[src/rtl/muldiv_pkg.sv]
// Shared encodings and helpers for the iterative multiply/divide unit.
package muldiv_pkg;

    localparam int unsigned DEFAULT_WIDTH = 32;

    localparam logic [2:0] OP_MULT  = 3'd0;
    localparam logic [2:0] OP_MULTU = 3'd1;
    localparam logic [2:0] OP_MADD  = 3'd2;
    localparam logic [2:0] OP_MSUB  = 3'd3;
    localparam logic [2:0] OP_DIV   = 3'd4;
    localparam logic [2:0] OP_DIVU  = 3'd5;
    localparam logic [2:0] OP_MTHI  = 3'd6;
    localparam logic [2:0] OP_MTLO  = 3'd7;

    localparam logic [1:0] S_IDLE = 2'd0;
    localparam logic [1:0] S_RUN  = 2'd1;
    localparam logic [1:0] S_FIX  = 2'd2;

    localparam logic MODE_MUL = 1'b0;
    localparam logic MODE_DIV = 1'b1;

    // Iteration counter must hold the value WIDTH itself.
    function automatic int unsigned cnt_width(input int unsigned w);
        return $clog2(w + 1);
    endfunction

endpackage

[src/rtl/muldiv_step.sv]
// One radix-2 iteration: shift-add for multiply, restoring subtract-shift for divide.
module muldiv_step
    import muldiv_pkg::*;
#(
    parameter int unsigned WIDTH = DEFAULT_WIDTH
) (
    input  logic [WIDTH-1:0] acc,
    input  logic [WIDTH-1:0] sr,
    input  logic [WIDTH-1:0] operand,
    input  logic             mode,
    output logic [WIDTH-1:0] acc_next,
    output logic [WIDTH-1:0] sr_next
);

    logic [WIDTH:0]   sum;
    logic [WIDTH:0]   shifted;
    logic [WIDTH-1:0] diff;
    logic             ge;

    assign sum     = {1'b0, acc} + {1'b0, operand & {WIDTH{sr[0]}}};
    assign shifted = {acc, sr[WIDTH-1]};
    assign ge      = shifted >= {1'b0, operand};
    // Remainder stays below the divisor, so the low WIDTH bits of the difference are exact.
    assign diff    = shifted[WIDTH-1:0] - operand;

    always_comb begin
        acc_next = sum[WIDTH:1];
        sr_next  = {sum[0], sr[WIDTH-1:1]};
        if (mode == MODE_DIV) begin
            acc_next = ge ? diff : shifted[WIDTH-1:0];
            sr_next  = {sr[WIDTH-2:0], ge};
        end
    end

endmodule

[src/rtl/muldiv_unit.sv]
// Sequential multiply/divide unit with HI/LO state; MTHI/MTLO and divide-by-zero finish in one cycle.
module muldiv_unit
    import muldiv_pkg::*;
#(
    parameter int unsigned WIDTH = DEFAULT_WIDTH
) (
    input  logic             clk,
    input  logic             rst,
    input  logic             start,
    input  logic [2:0]       op,
    input  logic [WIDTH-1:0] a,
    input  logic [WIDTH-1:0] b,
    output logic             busy,
    output logic             done,
    output logic             div_by_zero,
    output logic [WIDTH-1:0] hi,
    output logic [WIDTH-1:0] lo
);

    localparam int unsigned CNT_W = cnt_width(WIDTH);

    logic [1:0]       state, state_d;
    logic [CNT_W-1:0] count, count_d;
    logic [WIDTH-1:0] acc, acc_d;
    logic [WIDTH-1:0] sr, sr_d;
    logic [WIDTH-1:0] opnd, opnd_d;
    logic [2:0]       op_q, op_d;
    logic             neg_q, neg_d;
    logic             rem_neg_q, rem_neg_d;
    logic [WIDTH-1:0] hi_d, lo_d;
    logic             busy_d, done_d, dbz_d;

    logic [WIDTH-1:0]   acc_step, sr_step;
    logic               is_div_q;
    logic               signed_op;
    logic               a_neg, b_neg;
    logic [WIDTH-1:0]   a_mag, b_mag;
    logic [2*WIDTH-1:0] prod_mag, prod_s, hilo_acc;
    logic [WIDTH-1:0]   quot, rem;

    // Operand magnitudes and signs captured at issue
    assign signed_op = !(op == OP_MULTU || op == OP_DIVU);
    assign a_neg     = signed_op && a[WIDTH-1];
    assign b_neg     = signed_op && b[WIDTH-1];
    assign a_mag     = a_neg ? -a : a;
    assign b_mag     = b_neg ? -b : b;

    assign is_div_q  = (op_q == OP_DIV) || (op_q == OP_DIVU);

    muldiv_step #(.WIDTH(WIDTH)) u_step (
        .acc      (acc),
        .sr       (sr),
        .operand  (opnd),
        .mode     (is_div_q ? MODE_DIV : MODE_MUL),
        .acc_next (acc_step),
        .sr_next  (sr_step)
    );

    // Sign correction and HI/LO accumulation applied in FIX
    assign prod_mag = {acc, sr};
    assign prod_s   = neg_q ? -prod_mag : prod_mag;
    assign hilo_acc = (op_q == OP_MSUB) ? ({hi, lo} - prod_s) : ({hi, lo} + prod_s);
    assign quot     = neg_q ? -sr : sr;
    assign rem      = rem_neg_q ? -acc : acc;

    always_comb begin
        state_d   = state;
        count_d   = count;
        acc_d     = acc;
        sr_d      = sr;
        opnd_d    = opnd;
        op_d      = op_q;
        neg_d     = neg_q;
        rem_neg_d = rem_neg_q;
        hi_d      = hi;
        lo_d      = lo;
        busy_d    = busy;
        done_d    = 1'b0;
        dbz_d     = 1'b0;

        case (state)
            S_IDLE: begin
                if (start) begin
                    if (op == OP_MTHI) begin
                        hi_d   = a;
                        done_d = 1'b1;
                    end else if (op == OP_MTLO) begin
                        lo_d   = a;
                        done_d = 1'b1;
                    end else if ((op == OP_DIV || op == OP_DIVU) && b == '0) begin
                        done_d = 1'b1;
                        dbz_d  = 1'b1;
                    end else begin
                        acc_d     = '0;
                        sr_d      = a_mag;
                        opnd_d    = b_mag;
                        op_d      = op;
                        neg_d     = a_neg ^ b_neg;
                        rem_neg_d = a_neg;
                        count_d   = CNT_W'(WIDTH);
                        busy_d    = 1'b1;
                        state_d   = S_RUN;
                    end
                end
            end
            S_RUN: begin
                acc_d   = acc_step;
                sr_d    = sr_step;
                count_d = count - CNT_W'(1);
                if (count == CNT_W'(1)) begin
                    state_d = S_FIX;
                end
            end
            S_FIX: begin
                if (is_div_q) begin
                    hi_d = rem;
                    lo_d = quot;
                end else if (op_q == OP_MADD || op_q == OP_MSUB) begin
                    {hi_d, lo_d} = hilo_acc;
                end else begin
                    {hi_d, lo_d} = prod_s;
                end
                busy_d  = 1'b0;
                done_d  = 1'b1;
                state_d = S_IDLE;
            end
            default: begin
                busy_d  = 1'b0;
                state_d = S_IDLE;
            end
        endcase
    end

    always_ff @(posedge clk) begin
        if (rst) begin
            state       <= S_IDLE;
            count       <= '0;
            acc         <= '0;
            sr          <= '0;
            opnd        <= '0;
            op_q        <= OP_MULT;
            neg_q       <= 1'b0;
            rem_neg_q   <= 1'b0;
            hi          <= '0;
            lo          <= '0;
            busy        <= 1'b0;
            done        <= 1'b0;
            div_by_zero <= 1'b0;
        end else begin
            state       <= state_d;
            count       <= count_d;
            acc         <= acc_d;
            sr          <= sr_d;
            opnd        <= opnd_d;
            op_q        <= op_d;
            neg_q       <= neg_d;
            rem_neg_q   <= rem_neg_d;
            hi          <= hi_d;
            lo          <= lo_d;
            busy        <= busy_d;
            done        <= done_d;
            div_by_zero <= dbz_d;
        end
    end

endmodule

[config.mk]
export PLATFORM = sky130hd
export DESIGN_NAME = muldiv_unit
export DESIGN_NICKNAME = d
export VERILOG_FILES = /design/src/rtl/muldiv_pkg.sv /design/src/rtl/muldiv_step.sv /design/src/rtl/muldiv_unit.sv
export SDC_FILE = /design/constraint.sdc
export NUM_CORES = 1
export LEC_CHECK = 0
export ABC_CLOCK_PERIOD_IN_PS = 7050
export BUFFER_PORTS_ARGS = -buffer_cell sky130_fd_sc_hd__buf_2
export CORE_UTILIZATION = 38
export DETAILED_ROUTE_END_ITERATION = 8
export PLACE_DENSITY_LB_ADDON = 0.25
export REMOVE_ABC_BUFFERS = 1
export SKIP_LAST_GASP = 1
export SYNTH_ARGS = -nofsm -noshare
export SYNTH_HDL_FRONTEND = slang
export SYNTH_SLANG_ARGS = --single-unit
[constraint.sdc]
create_clock -name clk -period 7.05 [get_ports clk]
set_input_delay 0.3525 -clock clk [delete_from_list [all_inputs] [get_ports clk]]
set_output_delay 0.3525 -clock clk [all_outputs]
set_load 0.05 [all_outputs]
Word-level counts from Yosys, hierarchy flattened --
Index checks and enable logic that the tools add are counted.
Storage, ports and cells: flip-flop bits (word level) 176, input port bits 70, output and inout bits 67, word-level logic and storage cells 122
Cells by class: add/subtract/negate cells 10, $lt $le $gt $ge 1, equality and inequality tests 19, multiplexer cells 52, bitwise gates (word level) 8, reductions and logical operators 19
Operators with widths (number):
- $mux W32 | 24
- $pmux W32 S2 | 4
- $mux W64 | 2
- $neg A32 Y32 | 4
- $add A64 B64 Y64 | 1
- $neg A64 Y64 | 1
- $sub A64 B64 Y64 | 1
- $add A32 B32 Y33 | 1
- $ge A33 B32 Y1 | 1
- $and A32 B32 Y32 | 1
- $logic_not A32 Y1 | 1
- $sub A32 B32 Y32 | 1
- $mux W6 | 4
- $reduce_and A5 Y1 | 4
- $eq A3 B3 Y1 const B | 6
- $ne A2 B2 Y1 const B | 7
- $pmux W6 S2 | 1
- $mux W2 | 5
- $mux W1 | 9
- $eq A3 B2 Y1 const B | 2
- $eq A6 B1 Y1 const B | 1
- $not A1 Y1 | 6
- $sub A6 B1 Y6 const B | 1
- $reduce_or A5 Y1 | 1
- other kinds (13) | 20

Longest topological paths before layout --
word-level depth 10, depth in mapped cells 31

By module --
From an unflattened synthesis, not the netlist that was laid out.
Second synthesis, totals: cell total of the unflattened synthesis 3078, area total of the unflattened synthesis 21979.8 um^2
By module, submodules not included:
- muldiv_unit | times used 1, cells an instance 2387, area an instance 17334.1 um^2, seq. area each 3523.4 um^2
- muldiv_step | times used 1, cells an instance 691, area an instance 4645.7 um^2, seq. area each 0.0 um^2

Worst setup path after synthesis --
OpenSTA, ideal clock, no wires.
kind register to register, start register sr[0], end register hi[31], arrival time 7079 ps, required time 6976 ps, path slack -103 ps, stages on the path, launching flop included 31, period minus slack after synthesis 7153 ps, cells stage by stage dfxtp_1 -> clkbuf_1 -> inv_1 -> buf_1 -> ha_1 -> or4b_4 -> o41ai_2 -> xnor2_1 -> nor4_2 -> nand2_1 -> or3_1 -> or4_4 -> nor3_4 -> nand3_2 -> nor3b_1 -> a21oi_1 -> xor2_1 -> ha_1 -> clkbuf_1 -> a21oi_1 -> o21bai_1 -> a21o_1 -> a21o_1 -> a21oi_1 -> o21ai_0 -> a31oi_1 -> o21ai_0 -> a221o_1 -> a21o_1 -> or3_1 -> a31oi_1
On the way: longest elaborated chain between the ends 7, elaborated cells between the ends (all ways) 8, classes of those cells add/sub (3); mux (5)
Ends and longest elaborated chain:
- start, declared | RTL line muldiv_unit.sv:25 | logic [WIDTH-1:0] sr, sr_d;
- start signal, assigned | RTL line muldiv_unit.sv:153 | sr <= sr_d;
- $neg A64 Y64 | RTL line muldiv_unit.sv:61 | assign prod_s = neg_q ? -prod_mag : prod_mag;
- $mux W64 * | RTL line muldiv_unit.sv:61
- $add A64 B64 Y64 or $sub A64 B64 Y64 (tied branches) | RTL line muldiv_unit.sv:62 | assign hilo_acc = (op_q == OP_MSUB) ? ({hi, lo} - prod_s) : ({hi, lo} + prod_s);
- $mux W64 | RTL line muldiv_unit.sv:62
- $mux W32 * | RTL line muldiv_unit.sv:118 | end else if (op_q == OP_MADD || op_q == OP_MSUB) begin
- $mux W32 * | RTL line muldiv_unit.sv:115 | if (is_div_q) begin
- $pmux W32 S2 * | RTL line muldiv_unit.sv:81 | case (state)
- end signal, assigned | RTL line muldiv_unit.sv:158 | hi <= hi_d;
- end, declared | RTL line muldiv_unit.sv:16 | output logic [WIDTH-1:0] hi,
Every way passes the cells marked *; elsewhere a longest branch is shown, timed or not. A chain may end at the register's enable or synchronous reset.

Final worst setup path --
start register sr[1], end register hi[17]
The elaborated chain is that of the path after synthesis.

==> results by group <==
Global route
  • Number of global-route vias before repair: 20500
  • Largest net degree at the start of global routing: 78
  • Initial antenna violation count: 0
  • First-pass GRT wire length: 122000 um
  • GRT Total Usage: 29.1%
  • GR Overflow Total: 0

Layout
  • Layout cells sized above 1: 11.0%
  • Register area: 0.00353 mm2
  • Layout overhead on the synthesized area: 10.2%
  • Fin nets: 3111
  • Fillers: 5538
  • Most common cell after layout, fill and taps aside: nand2_1
  • Highest-count cells in the layout ignoring fill and taps: nand2_1 (292), a21oi_1 (263), nor2_1 (228)
  • Area of the multi-input gates: 0.0160 mm2
  • Non-Filler Instances: 3606

Power
  • Final Power: 0.00412 W
  • Share of power burned in the clock network: 25.2%
  • Comb power frac: 46.7%
  • Sequential Power Share: 28.1%
  • P_leak: 9.61 nW
  • PwrDens: 182 mW/mm2
  • Switching Fraction: 44.1%
  • Net switching power: 0.00182 W
  • VDD IR max: 0.223 mV
  • Internal: 0.00230 W

Synth
  • Main area contributors after synthesis: dfxtp_1 (17%), ha_1 (8.2%), xnor2_1 (7.8%), a21oi_1 (6.5%), xor2_1 (6.4%)
  • Synth Area in Simple Gates: 21.1%
  • Compound-Gate Fraction of Synth Area: 30.3%
  • Synth Instances: 2875
  • Largest family of logic cells by synthesized area: compound AO/OA/AOI/OAI gates
  • Biggest area consumer among synthesized cells: dfxtp_1
  • Syn. warnings: 0
  • Ys async rst share: 0%
  • Number of enable flip-flop cells after synthesis: 0
  • Main flop type after synthesis: dfxtp_1
  • Post-synthesis sequential area ratio: 17.2%
  • Post-synthesis mux area share: 2.96%
  • Netlist cell types: 84
  • #FFs+latches synth: 176
  • Synth Area in XOR/XNOR: 14.2%
  • Adder-Cell Fraction of Synth Area: 8.46%
  • Share of the synthesized area in the top cell type: 17.2%
  • Synthesized area: 0.0205 mm2
  • Synth Area per Inst: 7.14 um2

Timing
  • Period minus WS final: 6.73 ns
  • RSZ-0062 raised after global routing: yes
  • Fin Clk Skew: 0.0107 ns
  • Max Clk Rate: 0.149 GHz
  • Hold Violations, Final: 0
  • Final setup TNS: 0 ns
  • Final Cycle Share: 95.5%
  • Hold WS: 0.140 ns
  • Max-slew headroom: 19.9%
  • Final slew viol count: 0
  • Worst Tran Pin Value: 1.20 ns
  • Final setup violation count: 0

Clock tree
  • CTS sink cnt: 176
  • Clock transition at path regs: 0.08 ns
  • Clock Path Buffers: 2
  • CTS Hold Buffers Added: 0
  • Number of CTS-inserted buffers: 17
  • CTS tree: built
  • Clk_lat worst skew: 0.52 ns
  • Htree depth: 4
  • CTS root buffer: clkbuf_16

Routing
  • Drt drc: 0
  • Via count: 22300
  • Initial DRC Count: 2131
  • Total Wirelength: 80300 um
  • Vias per cell: 6.18
  • Drt pass-1 iters: 6
  • Wire length per cell: 22.3 um
  • Final ANT Viol Nets: 0

Placed design
  • DP Cell Count: 3572
  • IO buf count: 136
  • Hpwl dp: 61100 um
  • Final RePlAce weighted congestion: 0.993

Floorplan
  • Core Area: 0.0530 mm2
  • DIE AREA: 0.0549 mm2
  • Initial Utilization: 38.7%
  • I/O pins: 137
  • Row Count: 84
  • Die height: 234 um
  • Die W: 234 um

Worst hold path
  • HP Start: b[20]
  • Hold Path Class: primary input to flip-flop

Worst setup path
  • Req. time, crit path: 7.43 ns
  • CP startpoint: sr[1]$_SDFFE_PP0P_
  • Crit. End Element: flip-flop
  • Setup CP Type: flip-flop to flip-flop
  • Crit path launch type: flip-flop
  • Worst-path fanout max: 8
  • Worst r2r src: sr[1]$_SDFFE_PP0P_
  • Critical Path AT: 7.11 ns

Outcome
  • Status: complete, no violations

Run
  • MaxCap Viol Count: 0
==> final timing paths <==
path	endpoint	slack [ns]	cells after the start
worst min-delay path	opnd[20]$_SDFFE_PP0P_	0.14	3
worst max register to register	hi[17]$_SDFFE_PP0P_	0.32	24
worst min register to register	count[1]$_SDFFE_PP0P_	0.50	2
worst max-delay path	hi[17]$_SDFFE_PP0P_	0.32	24
==> synthesized netlist by cell type (19+ instances only) <==
cell type and n:
o31ai_1 34, a31oi_1 34, and3_1 26, a21oi_1 266
o21bai_1 30, ha_1 134, xor2_1 151, dfxtp_1 176
nand2b_1 26, o211ai_1 49, o21a_1 19, a311oi_1 20
nand2_1 292, nor3_1 44, xnor2_1 182, inv_1 103
nor4_1 21, or3_1 38, nand4_1 37, nand3_1 60
o21ai_0 192, a21o_1 75, nor2_1 232, a211oi_1 80
mux2i_1 55, or4_1 24, clkbuf_1 186, o22ai_1 34
a22oi_1 23
==> flip-flops by register name, indices dropped and copies added, names as in the netlist, 2 cells and up <==
register,cells
op_q,3
hi,32
sr,32
lo,32
count,6
state,2
acc,32
opnd,32
==> routing by layer <==
layer / track usage (%) / vias up / routed length [um]
li1: - / 10500 / -
met1: 39.3 / 10600 / 35900
met5: 0 / - / 0
met3: 4.13 / 171 / 5480
met4: 12.8 / 0 / 3150
met2: 45.6 / 959 / 35800
==> area by class of cell <==
cell class / instances / area share [%]
multi-input combinational: 2390 / 70.6
sequential: 176 / 15.6
timing repair buffer: 216 / 5.68
tap: 688 / 3.81
clock buffer: 22 / 2.18
inverter: 103 / 1.71
clock inverter: 10 / 0.443
antenna: 1 / 0.0111
==> worst max-delay path: stages (launching register included) <==
cell and delay (ns):
dfxtp_2 0.37, inv_2 0.09, ha_2 0.22, or4b_4 0.54, o21ai_2 0.17, xnor2_1 0.09, or2_2 0.32, or3_1 0.41
or3_4 0.43, or4_4 0.58, nand2_1 0.11, xnor2_1 0.16, ha_1 0.35, a21oi_1 0.28, o21ai_1 0.19, nor3_2 0.28
o211a_4 0.26, o21ai_1 0.14, o311a_1 0.36, o21a_1 0.18, nor2_1 0.28, or3_1 0.17, a21oi_1 0.06, a2111oi_1 0.47
a311oi_1 0.09
==> cell families (layout without fill, tap and decap cells) <==
logic type	Yosys count	count (layout)
AO/OA/AOI/OAI	967	967
AND/OR/NAND/NOR	893	893
XOR/XNOR	333	333
buffers and inverters	309	351
flip-flops	176	176
adder cells (fa/ha/maj)	137	137
multiplexers	60	60
other	0	1
==> through the flow <==
| step | worst slack, ns | util, % | instance area (um2) |
|---|---|---|---|
| 2_1_floorplan | -0.462 | - | 19700 |
| 6_report | 0.319 | 42.7 | 22600 |
| 3_3_place_gp | -0.0599 | 41.4 | 21900 |
| 3_5_place_dp | -0.167 | 41.4 | 21900 |
| 4_1_cts | 0.0228 | 42.6 | 22500 |
| 5_1_grt | -0.0290 | 42.7 | 22600 |
==> power groups by stage <==
stage	Combinational, W	Sequential, W	Clock (W)
after CTS	0.00188	0.00115	0.00106
after global routing	0.00208	0.00116	0.00109
after detailed placement	0.00187	0.00117	0
after global placement	0.00186	0.00117	0
after floorplan	0.00127	0.00120	0
final	0.00192	0.00116	0.00104
==> what timing repair did <==
item | 4_1_cts | 5_1_grt
setup endpoints to repair | 2 | 19
gates cloned | 0 | 0
endpoints found under the hold margin | 0 | 0
gates resized for setup | 4 | 24
buffers inserted | 1 | 0
pin swaps | 2 | 4
No activity file was read; power rests on OpenSTA's default activity.
